**config.mk**
```make
export PLATFORM = sky130hd
export DESIGN_NAME = llsc_mem_unit
export DESIGN_NICKNAME = d
export VERILOG_FILES = /design/src/rtl/llsc_mem_unit_pkg.sv /design/src/rtl/llsc_mem_unit_llbit.sv /design/src/rtl/llsc_mem_unit.sv
export SDC_FILE = /design/constraint.sdc
export NUM_CORES = 1
export LEC_CHECK = 0
export CORE_MARGIN = 2
export CORE_UTILIZATION = 30
export DETAILED_ROUTE_END_ITERATION = 10
export GPL_ROUTABILITY_DRIVEN = 0
export PLACE_DENSITY = 0.72
export SYNTH_ARGS = -nofsm -noshare
export SYNTH_HDL_FRONTEND = slang
export SYNTH_SLANG_ARGS = --single-unit
export TNS_END_PERCENT = 100
```
**constraint.sdc**
```tcl
create_clock -name clk -period 5.8 [get_ports clk]
set_input_delay 0.58 -clock clk [delete_from_list [all_inputs] [get_ports clk]]
set_output_delay 0.58 -clock clk [all_outputs]
set_load 0.01 [all_outputs]
```
**src/rtl/llsc_mem_unit_pkg.sv**
```systemverilog
// Shared definitions for the LL/SC memory-access helper.
//   op_e      : MEM-stage memory operation encoding carried on op_i
//   LLBIT_RST : committed LLbit value after reset
//   WORD_LSB  : number of address LSBs dropped to form a word address
package llsc_mem_unit_pkg;

  typedef enum logic [1:0] {
    OP_LOAD  = 2'b00,
    OP_LL    = 2'b01,
    OP_SC    = 2'b10,
    OP_STORE = 2'b11
  } op_e;

  localparam logic        LLBIT_RST = 1'b0;
  localparam int unsigned WORD_LSB  = 2;

endpackage

```
**src/rtl/llsc_mem_unit_llbit.sv**
```systemverilog
// Committed LLbit and link address (the architectural copy, as written back
// by the WB-equivalent commit).
//   clk, rst  : core clock, asynchronous active-high reset
//   flush_i   : exception/ERET flush; clears LLbit, keeps the link address
//   commit_i  : write llbit_i/link_i into the committed registers
//   llbit_i   : LLbit value being committed
//   link_i    : link word address being committed
//   llbit_o   : committed LLbit
//   link_o    : committed link word address
module llbit_reg
  import llsc_mem_unit_pkg::*;
#(
  parameter int unsigned ADDR_W = 32
) (
  input  logic              clk,
  input  logic              rst,
  input  logic              flush_i,
  input  logic              commit_i,
  input  logic              llbit_i,
  input  logic [ADDR_W-1:0] link_i,
  output logic              llbit_o,
  output logic [ADDR_W-1:0] link_o
);

  logic              llbit_q;
  logic [ADDR_W-1:0] link_q;

  always_ff @(posedge clk or posedge rst) begin
    if (rst) begin
      llbit_q <= LLBIT_RST;
      link_q  <= '0;
    end else if (flush_i) begin
      llbit_q <= 1'b0;
    end else if (commit_i) begin
      llbit_q <= llbit_i;
      link_q  <= link_i;
    end
  end

  assign llbit_o = llbit_q;
  assign link_o  = link_q;

endmodule

```
**src/rtl/llsc_mem_unit.sv**
```systemverilog
// MEM-stage LL/SC helper: turns load/LL/SC/store requests into data_ram
// strobes, owns the LLbit and link address, and returns the SC status.
// A one-entry pending stage (mirroring MEM/WB) is forwarded so that
// back-to-back LL/SC pairs observe the most recent LLbit.
//   clk, rst     : core clock, asynchronous active-high reset
//   req_valid_i  : MEM stage holds a memory instruction
//   op_i         : 00 load, 01 LL, 10 SC, 11 store
//   addr_i       : effective address
//   wdata_i      : store data
//   stall_i      : freeze all state, suppress writes
//   flush_i      : kill request, clear LLbit, drop pending update
//   mem_rdata_i  : data_ram combinational read data
//   mem_ce_o/mem_we_o/mem_addr_o/mem_sel_o/mem_data_o : data_ram interface
//   result_o     : load data or SC status
//   llbit_o      : forwarded LLbit
//   link_addr_o  : forwarded link word address
module llsc_mem_unit
  import llsc_mem_unit_pkg::*;
#(
  parameter int unsigned ADDR_W     = 32,
  parameter bit          CHECK_ADDR = 1'b1
) (
  input  logic              clk,
  input  logic              rst,
  input  logic              req_valid_i,
  input  logic [1:0]        op_i,
  input  logic [ADDR_W-1:0] addr_i,
  input  logic [31:0]       wdata_i,
  input  logic              stall_i,
  input  logic              flush_i,
  input  logic [31:0]       mem_rdata_i,
  output logic              mem_ce_o,
  output logic              mem_we_o,
  output logic [ADDR_W-1:0] mem_addr_o,
  output logic [3:0]        mem_sel_o,
  output logic [31:0]       mem_data_o,
  output logic [31:0]       result_o,
  output logic              llbit_o,
  output logic [ADDR_W-1:0] link_addr_o
);

  logic              pend_valid_q, pend_valid_d;
  logic              pend_val_q,   pend_val_d;
  logic [ADDR_W-1:0] pend_addr_q,  pend_addr_d;

  logic              llbit_c;
  logic [ADDR_W-1:0] link_c;
  logic              eff_ll;
  logic [ADDR_W-1:0] eff_link;
  logic [ADDR_W-1:0] word_addr;
  logic              active;
  logic              link_hit;
  logic              commit;
  logic              unused_addr_lsbs;

  assign word_addr        = {addr_i[ADDR_W-1:WORD_LSB], {WORD_LSB{1'b0}}};
  assign unused_addr_lsbs = ^addr_i[WORD_LSB-1:0];

  // Forward the not-yet-committed update over the committed copy.
  assign eff_ll   = pend_valid_q ? pend_val_q  : llbit_c;
  assign eff_link = pend_valid_q ? pend_addr_q : link_c;

  assign llbit_o     = eff_ll;
  assign link_addr_o = eff_link;

  assign active   = req_valid_i && !flush_i && !rst;
  assign link_hit = (word_addr == eff_link);

  always_comb begin
    mem_ce_o     = 1'b0;
    mem_we_o     = 1'b0;
    mem_addr_o   = '0;
    mem_sel_o    = '0;
    mem_data_o   = '0;
    result_o     = '0;
    pend_valid_d = 1'b0;
    pend_val_d   = 1'b0;
    pend_addr_d  = eff_link;
    if (active) begin
      unique case (op_e'(op_i))
        OP_LOAD: begin
          mem_ce_o   = 1'b1;
          mem_addr_o = word_addr;
          mem_sel_o  = 4'hF;
          result_o   = mem_rdata_i;
        end
        OP_LL: begin
          mem_ce_o     = 1'b1;
          mem_addr_o   = word_addr;
          mem_sel_o    = 4'hF;
          result_o     = mem_rdata_i;
          pend_valid_d = 1'b1;
          pend_val_d   = 1'b1;
          pend_addr_d  = word_addr;
        end
        OP_SC: begin
          if (eff_ll && (!CHECK_ADDR || link_hit)) begin
            mem_ce_o     = 1'b1;
            mem_we_o     = 1'b1;
            mem_addr_o   = word_addr;
            mem_sel_o    = 4'hF;
            mem_data_o   = wdata_i;
            result_o     = 32'd1;
            pend_valid_d = 1'b1;
          end
        end
        OP_STORE: begin
          mem_ce_o   = 1'b1;
          mem_we_o   = 1'b1;
          mem_addr_o = word_addr;
          mem_sel_o  = 4'hF;
          mem_data_o = wdata_i;
          if (CHECK_ADDR && link_hit) begin
            pend_valid_d = 1'b1;
          end
        end
        default: ;
      endcase
    end
    // A stalled cycle is replayed, so it must not write now.
    if (stall_i) begin
      mem_we_o = 1'b0;
    end
  end

  always_ff @(posedge clk or posedge rst) begin
    if (rst) begin
      pend_valid_q <= 1'b0;
      pend_val_q   <= 1'b0;
      pend_addr_q  <= '0;
    end else if (flush_i) begin
      pend_valid_q <= 1'b0;
    end else if (!stall_i) begin
      pend_valid_q <= pend_valid_d;
      pend_val_q   <= pend_val_d;
      pend_addr_q  <= pend_addr_d;
    end
  end

  assign commit = pend_valid_q && !stall_i && !flush_i;

  llbit_reg #(
    .ADDR_W (ADDR_W)
  ) u_llbit_reg (
    .clk      (clk),
    .rst      (rst),
    .flush_i  (flush_i),
    .commit_i (commit),
    .llbit_i  (pend_val_q),
    .link_i   (pend_addr_q),
    .llbit_o  (llbit_c),
    .link_o   (link_c)
  );

endmodule

```
==> metrics.md, run 1 <==
| Metric | Value |
|---|---|
| Crit. path cell count | 8 |
| Clock tree root buffer cell | clkbuf_16 |
| Initial antenna violation count | 0 |
| WL met2 | 7010 um |
| Drt first pass iters | 4 |
| R2r startpoint | pend_valid_q |
| WL met3 | 952 um |
| CP Class | reg -> out |
| Initial DRC Count | 136 |
| Drt drc | 0 |
| Clock tree buffer depth | 2 |
| Antenna cell count | 0 |
| # rows | 43 |
| Via Count | 3813 |
| Pwr/cell area | 174 nW/um2 |
| DR WL/cell | 16.4 um |
| Via-to-Cell Ratio | 4.60 |
| Commonest non-fill, non-tap cell in the layout | clkdlybuf4s50_1 |
| FF-to-FF setup slack | 2.82 ns |
| WL met1 | 5490 um |
| RSZ-0062 raised after global routing | false |
| Hold buffers post-CTS | 0 |
| First-pass GRT wire length | 20100 um |
| Final core occ | 50.7% |
| Clock slew at reported path FFs | 0.06 ns |
| Post-route ant nets | 0 |
| Most frequent cells in the layout | clkdlybuf4s50_1, and2_1, dfrtp_1, mux2_2, nand2_1 |
| Hold Vio Cnt, Final | 0 |
| Fmax | 0.209 GHz |
| Worst Setup SP | pend_valid_q |
| DR top layer | met4 |
| Final worst-path cycle share | 82.7% |
| Tot GR Track Use | 17.1% |
| Worst path slowest cell | dfrtp_2 |
| Nets | 747 |
| Setup tns final | 0 ns |
| Area grow syn2layout | 64.3% |
| Worst hold path type | reg -> reg |
| Fin crit period | 4.79 ns |
| Setup violations, final | 0 |
| Mean Syn Cell Area | 10.1 um2 |
| Worst path max stage delay | 1.00 ns |
| Initial Util | 30.8% |
| Top cell type's share of synthesized area | 39.0% |
| CP Cell Sequence | mux2_2, xor2_1, nor4_1, nand4_1, o31ai_4, buf_4, and2_1, clkdlybuf4s50_1 |
| Sequential area share after synthesis | 39.0% |
| Core Region | 13900 um2 |
| Worst setup EP type | primary output |
| PortBufs | 233 |
| Hold depth | 2 |
| Length in cells of the worst reg-to-reg path | 6 |
| CTS Sinks | 67 |
| Share of cells above drive strength 1 | 14.5% |
| Largest cells by area after synthesis | dfrtp_1, mux2_2, and2_1 |
| HP Start | pend_addr_q[12] |
| Post-DP HPWL | 10100 um |
| Slew headroom | 26.0% |
| # IOs | 238 |
| Max-cap violations | 0 |
| Yosys Warn Count | 0 |
| Die Wd | 124 um |
| Worst-margin pin slew | 1.11 ns |
| Drt total wl | 13600 um |
| Max FO, Critical Path | 38 |
| Die area | 15300 um2 |
| DIE HEIGHT | 124 um |
| Fin. max-slew vios | 0 |
| GR Overflow Total | 0 |
| CTS Buf Count | 9 |
| Maximum number of pins on one net before global-route repair | 68 |
| Status | finished, final reports clean |
| Clock Latency Late Sink | 0.33 ns |
| Vias in the first global route | 3831 |
| Netlist cell types | 30 |
| Static Leak | 3.16 nW |
| Crit-path leading delay family | flip-flops |
| Peak VDD IR | 0.000159 V |
| TritonCTS clock tree | yes |
| Synth area leader | dfrtp_1 |
| Cell area after synthesis | 4300 um2 |
| Worst setup SP type | register |
| Post-CTS Setup Bufs | 0 |
| Cts repair resizes | 0 |
| Number of buffer and inverter stages on the critical path | 2 |
| Flops & latches, synth | 67 |
| Arrival time worst endpoint | 4.21 ns |
| Max H-tree Level | 3 |
| Skew final | 0.00736 ns |
| Synth Instances | 426 |
| WP data required | 5.22 ns |
[worst min-delay path, stage by stage, from the launching register on]
cell and delay (ns):
dfrtp_1 0.35, nand2_1 0.05, o21ai_0 0.06
[per-layer routing]
layer | vias up | GRT usage [%]
li1 | 1865 | -
met1 | 1806 | 19.9
met2 | 134 | 31.6
met3 | 8 | 3.98
met4 | 0 | 4.05
met5 | - | 0
[cells by family (layout without fill, tap and decap cells)]
family,count (synthesis),count (layout),synth area share [%]
AND/OR/NAND/NOR,158,158,20.3
AO/OA/AOI/OAI,39,39,5.01
multiplexers,96,96,25.0
XOR/XNOR,30,30,6.12
other,1,2,0.0873
flip-flops,67,67,39.0
buffers and inverters,35,257,4.46
[flip-flops by register name, summed over array words and instances (netlist names)]
name	cells
pend_addr_q	32
pend_val_q	1
pend_valid_q	1
u_llbit_reg.link_o	32
u_llbit_reg.llbit_o	1
[path summary, 6_finish.rpt]
kind | to
setup reg to reg | pend_valid_q
hold / removal | pend_addr_q[12]
max in group asynchronous | pend_valid_q
hold reg to reg | pend_addr_q[12]
setup / recovery | mem_addr_o[7]
min in group asynchronous | u_llbit_reg.link_o[22]
[Yosys cell counts, drive strengths merged]
cell	number
mux2i	31
and2	93
nand4	2
or3	1
mux2	65
nor4	7
clkbuf	15
nor2	4
xor2	30
o21ai	33
conb	1
nand3	2
nor2b	2
nand3b	1
or2	2
dfrtp	67
inv	3
a21oi	2
o31ai	3
o211ai	1
buf	17
nor3	3
nand2b	1
nand2	40
[per-stage QoR]
step	total power [mW]	cells	cell area (um2)	worst slack [ns]	hold slack (ns)
2_1_floorplan	0.545	427	4300	1.99	0.455
3_3_place_gp	0.657	813	6740	1.32	0.472
3_5_place_dp	0.660	813	6740	1.25	0.485
4_1_cts	1.24	829	7060	0.902	0.499
5_1_grt	1.27	829	7060	0.759	0.512
6_report	1.23	829	7060	1.01	0.501
[cell type report]
type                       instances  area [um2]
timing repair buffer             238        2370
tap                              180         225
clock inverter                     6        90.1
sequential                        67        1680
inverter                           3        11.3
multi-input combinational        325        2450
clock buffer                      10         229
fill                            1251        6880
[where the power goes]
group / internal [mW] / switching [mW]
Sequential: 0.474 / 0.00531
Combinational: 0.103 / 0.0684
Clock: 0.377 / 0.202
Note: power is estimated with default switching activity, not from simulation.
==> run 2: changes to the inputs <==
- PLACE_DENSITY: 0.72 -> 0.74
- clock period: 5.8 -> 4.15 ns (I/O delays scaled with it)
==> metrics.md, run 2 (synthesis results as in run 1) <==
| Metric | Value |
|---|---|
| Status | finished, final reports clean |
| NetSw | 0.376 mW |
| CTS Sinks | 67 |
| Fin. max-slew vios | 0 |
| CP Class | reg -> out |
| Post-route ant nets | 0 |
| Worst hold path type | reg -> reg |
| Cell Area, Placed | 6770 um2 |
| Worst setup SP type | register |
| Clk pwr share | 50.7% |
| Int Pwr | 1.47 mW |
| CP Cell Sequence | buf_6, mux2_2, xor2_1, nor4_1, nand4_1, o31ai_4, buf_12, and2_1, clkdlybuf4s50_1 |
| Post-DP HPWL | 10100 um |
| Worst hold slack | 0.498 ns |
| DR WL/cell | 16.0 um |
| Commonest non-fill, non-tap cell in the layout | clkdlybuf4s50_1 |
| GR Overflow Total | 0 |
| Arrival time worst endpoint | 3.54 ns |
| Worst path slowest cell | clkdlybuf4s50_1 |
| Final instance area | 7170 um2 |
| DIE HEIGHT | 124 um |
| Skew final | 0.00336 ns |
| FF-to-FF setup slack | 1.64 ns |
| # rows | 43 |
| Die area | 15300 um2 |
| Length in cells of the worst reg-to-reg path | 7 |
| Pwr Total | 1.85 mW |
| Hold depth | 2 |
| Final core occ | 51.5% |
| Number of buffer and inverter stages on the critical path | 3 |
| Worst-margin pin slew | 1.07 ns |
| Reg-to-Reg End | pend_valid_q |
| Final worst-path cycle share | 95.4% |
| Clock tree root buffer cell | clkbuf_16 |
| Clock Latency Late Sink | 0.32 ns |
| Share of power burned in registers | 36.1% |
| WP data required | 3.73 ns |
| Worst path max stage delay | 0.55 ns |
| Setup tns final | 0 ns |
| Clock tree buffer depth | 2 |
| Worst setup EP type | primary output |
| Tot GR Track Use | 16.8% |
| Nets | 751 |
| Pwr/cell area | 258 nW/um2 |
| Hold buffers post-CTS | 0 |
| Core Region | 13900 um2 |
| Static Leak | 3.21 nW |
| Maximum number of pins on one net before global-route repair | 68 |
| Most frequent cells in the layout | clkdlybuf4s50_1, and2_1, dfrtp_1, mux2_2, nand2_1 |
| Drt drc | 0 |
| Fin crit period | 3.96 ns |
| R2r startpoint | pend_valid_q |
| Max-cap violations | 0 |
| Area grow syn2layout | 66.9% |
| Via-to-Cell Ratio | 4.57 |
| Logic gate share of total power | 13.2% |
| # IOs | 238 |
| Die Wd | 124 um |
| Hold Vio Cnt, Final | 0 |
| Share of cells above drive strength 1 | 15.3% |
| Drt first pass iters | 4 |
| Slew headroom | 28.1% |
| Crit-path leading delay family | buffers and inverters |
| Fmax | 0.253 GHz |
| PortBufs | 233 |
| Vias in the first global route | 3833 |
| Setup violations, final | 0 |
| Drt total wl | 13400 um |
| CTS Buf Count | 9 |
| First-pass GRT wire length | 19700 um |
| Max FO, Critical Path | 31 |
| Initial Util | 30.8% |
| RSZ-0062 raised after global routing | false |
| Hold Path Sink | pend_addr_q[20] |
| Max H-tree Level | 3 |
| HP Start | pend_addr_q[20] |
| Antenna cell count | 0 |
| Net Sw Frac | 20.3% |
| Initial DRC Count | 120 |
| TritonCTS clock tree | yes |
| Initial antenna violation count | 0 |
| Via Count | 3805 |
| Peak VDD IR | 0.000149 V |
| Clock slew at reported path FFs | 0.05 ns |
## run 2: changes by cell type in the layout (fill, tap and decap cells not counted)
cell / before / now
clkinv_4: 2 / 1
bufinv_16: 2 / 4
nor4_2: 0 / 1
clkbuf_8: 0 / 1
clkinv_2: 1 / 0
nor4_1: 7 / 6
buf_12: 0 / 1
clkbuf_1: 1 / 0
buf_4: 5 / 6
buf_6: 0 / 2
## run 2: power groups by stage
stage	Combinational (mW)	Sequential (mW)	Clock, mW
after global placement	0.242	0.678	0
after global routing	0.264	0.669	0.981
after CTS	0.247	0.668	0.954
final	0.244	0.668	0.937
after floorplan	0.0842	0.677	0
after detailed placement	0.245	0.679	0
## run 2: worst max-delay path by stage
stage,start,endpoint,depth (start not counted)
after floorplan,rst,mem_data_o[10],7
after global placement,pend_valid_q,mem_addr_o[13],9
after detailed placement,pend_valid_q,mem_addr_o[27],9
after CTS,pend_valid_q,mem_addr_o[27],9
after global routing,pend_valid_q,result_o[0],8
final,pend_valid_q,mem_addr_o[27],9
## run 2: cell type report
class	count	area, um2
repair buffers	242	2420
well taps	180	225
inverters	3	11.3
flip-flops and latches	67	1680
clock buffers	10	239
fillers	1251	6760
clock inverters	6	136
multi-input cells	325	2460
## run 2: routing by layer
metal	global-route usage [%]	vias to the layer above	wire length (um)
li1	-	1868	-
met1	19.1	1789	5330
met2	31.6	142	6930
met3	4.40	6	1050
met4	2.91	0	51
met5	0	-	0
## run 2: worst reg2reg max path, cell delays in order (launching register included)
cell,delay [ns]
dfrtp_2,0.44
buf_6,0.24
mux2_2,0.41
xor2_1,0.15
nor4_1,0.33
nand4_1,0.29
or2_2,0.39
o211ai_1,0.18
## run 2: stage by stage
stage,instances,worst slack [ns]
floorplan,427,0.671
global placement,816,0.453
detailed placement,816,0.385
CTS,832,0.0197
global route,833,0.000587
finish,833,0.193
## run 2: repair_timing
| item | CTS | global route |
|---|---|---|
| setup buffers | 0 | 1 |
| resized for setup | 0 | 3 |
| endpoints found under the setup margin | 0 | 65 |
==> run 3: changes to the inputs <==
- CORE_ASPECT_RATIO: unset -> 1.25
==> metrics.md, run 3 (synthesis results as in run 1) <==
| Metric | Value |
|---|---|
| Status | finished, final reports clean |
| Drt first pass iters | 4 |
| Pwr/cell area | 239 nW/um2 |
| Arrival time worst endpoint | 3.57 ns |
| Clock tree buffer depth | 2 |
| Final worst-path cycle share | 96.0% |
| Fmax | 0.251 GHz |
| Worst hold slack | 0.494 ns |
| FF-to-FF setup slack | 1.47 ns |
| Clock slew at reported path FFs | 0.05 ns |
| Most frequent cells in the layout | clkdlybuf4s50_1, and2_1, dfrtp_1, mux2_2, nand2_1 |
| Initial DRC Count | 180 |
| Initial Util | 30.8% |
| Pwr Total | 1.69 mW |
| Initial antenna violation count | 0 |
| Max-cap violations | 0 |
| Worst path max stage delay | 0.54 ns |
| TritonCTS clock tree | yes |
| Commonest non-fill, non-tap cell in the layout | clkdlybuf4s50_1 |
| # rows | 48 |
| R2r startpoint | pend_valid_q |
| Reg-to-Reg End | pend_valid_q |
| Met2 Track Usage GR | 31.4% |
| Length in cells of the worst reg-to-reg path | 7 |
| Drt total wl | 13600 um |
| DIE HEIGHT | 138 um |
| WP data required | 3.73 ns |
| PortBufs | 233 |
| First-pass GRT wire length | 21000 um |
| Static Leak | 3.18 nW |
| Fin crit period | 3.98 ns |
| Clock Latency Late Sink | 0.33 ns |
| CP Cell Sequence | buf_12, mux2_2, xor2_1, nor4_1, nand4_1, o31ai_2, buf_6, and2_1, clkdlybuf4s50_1 |
| Worst setup EP type | primary output |
| Vias in the first global route | 4002 |
| Post-DP HPWL | 10300 um |
| Maximum number of pins on one net before global-route repair | 68 |
| Worst setup SP type | register |
| Gr busiest metal | met2 |
| Hold Path Sink | pend_addr_q[14] |
| Fillers | 1263 |
| Drt drc | 0 |
| Die Wd | 111 um |
| Slew headroom | 28.6% |
| Hold depth | 2 |
| HP Start | pend_addr_q[14] |
| Post-route ant nets | 0 |
| Hold buffers post-CTS | 0 |
| Share of cells above drive strength 1 | 15.1% |
| Worst-margin pin slew | 1.07 ns |
| CTS Sinks | 67 |
| Routing usage on met3 | 4.36% |
| Worst path slowest cell | clkdlybuf4s50_1 |
| Via-to-Cell Ratio | 4.65 |
| Worst hold path type | reg -> reg |
| Die area | 15300 um2 |
| Fin. max-slew vios | 0 |
| CTS Buf Count | 9 |
| Setup tns final | 0 ns |
| Core Region | 13900 um2 |
| Nets | 752 |
| Skew final | 0.00631 ns |
| CP Class | reg -> out |
| Clock tree root buffer cell | clkbuf_16 |
| Antenna cell count | 0 |
| Max FO, Critical Path | 33 |
| # IOs | 238 |
| Pre-CTS setup slack | 0.343 ns |
| Peak VDD IR | 0.000201 V |
| Hold Vio Cnt, Final | 0 |
| Via Count | 3858 |
| Max H-tree Level | 3 |
| GR Overflow Total | 0 |
| DR WL/cell | 16.4 um |
| Tot GR Track Use | 17.1% |
| Final Worst Setup Slack | 0.167 ns |
| Area grow syn2layout | 65.3% |
| RSZ-0062 raised after global routing | false |
| Grt met1 use | 19.7% |
| Setup violations, final | 0 |
==> run 3: cell count changes in the layout (fill, tap and decap cells not counted) <==
cell	before	now
clkinv_4	1	0
nor4_1	6	7
buf_4	6	8
clkbuf_8	1	3
buf_6	2	1
clkbuf_1	0	1
bufinv_16	4	1
nor4_2	1	0
clkinvlp_4	1	2
==> run 3: critical path, delay by kind of cell (launching register included) <==
| kind | cells | cell delay, ns |
|---|---|---|
| AOI/OAI and AO/OA | 1 | 0.39 |
| xor gates and xnor gates | 1 | 0.15 |
| buffers and inverters | 3 | 1.03 |
| DFF | 1 | 0.46 |
| muxes | 1 | 0.40 |
| and+or+nand+nor | 3 | 0.80 |
==> run 3: worst max path at each step <==
| stage | startpoint | endpoint | cells after the start | slack, ns |
|---|---|---|---|---|
| 2_1_floorplan | rst | mem_data_o[10] | 7 | 0.67 |
| 3_5_place_dp | pend_valid_q | mem_data_o[22] | 9 | 0.34 |
| 5_1_grt | pend_valid_q | mem_data_o[22] | 10 | 0.003 |
| 4_1_cts | pend_valid_q | mem_data_o[22] | 9 | 0.04 |
| 3_3_place_gp | pend_valid_q | mem_data_o[22] | 9 | 0.39 |
| 6_report | pend_valid_q | mem_data_o[22] | 9 | 0.17 |
==> run 3: final cells by class <==
cell class,instances,area (um2),share of cell area [%]
sequential,67,1680,23.6
multi-input combinational,325,2450,34.6
timing repair buffer,243,2420,34.1
clock inverter,3,45.0,0.634
inverter,3,11.3,0.159
tap,175,219,3.08
clock buffer,13,270,3.81
==> run 3: timing repair <==
| action | 4_1_cts | 5_1_grt |
|---|---|---|
| resized for setup | 1 | 0 |
| hold endpoints to repair | 0 | 0 |
| setup buffers | 1 | 2 |
| setup endpoints to repair | 1 | 34 |
| gates cloned | 0 | 0 |
| pin swaps | 1 | 0 |
==> run 3: where the power goes <==
part           switching [mW]  internal, mW
sequential            0.00564         0.662
clock                   0.270         0.514
combinational          0.0976         0.145
==> run 3: per-stage QoR <==
stage / util, % / cells / instance area, um2
5_1_grt: 51.0 / 829 / 7100
6_report: 51.0 / 829 / 7100
4_1_cts: 50.9 / 827 / 7090
3_3_place_gp: 48.5 / 810 / 6760
3_5_place_dp: 48.5 / 810 / 6760
2_1_floorplan: - / 427 / 4300
==> run 3: routing by layer <==
metal  part of all wire, %  routed length (um)
met5                     0                   0
met4                   1.8                 250
met3                   6.3                 862
met2                    53                7230
met1                    39                5270
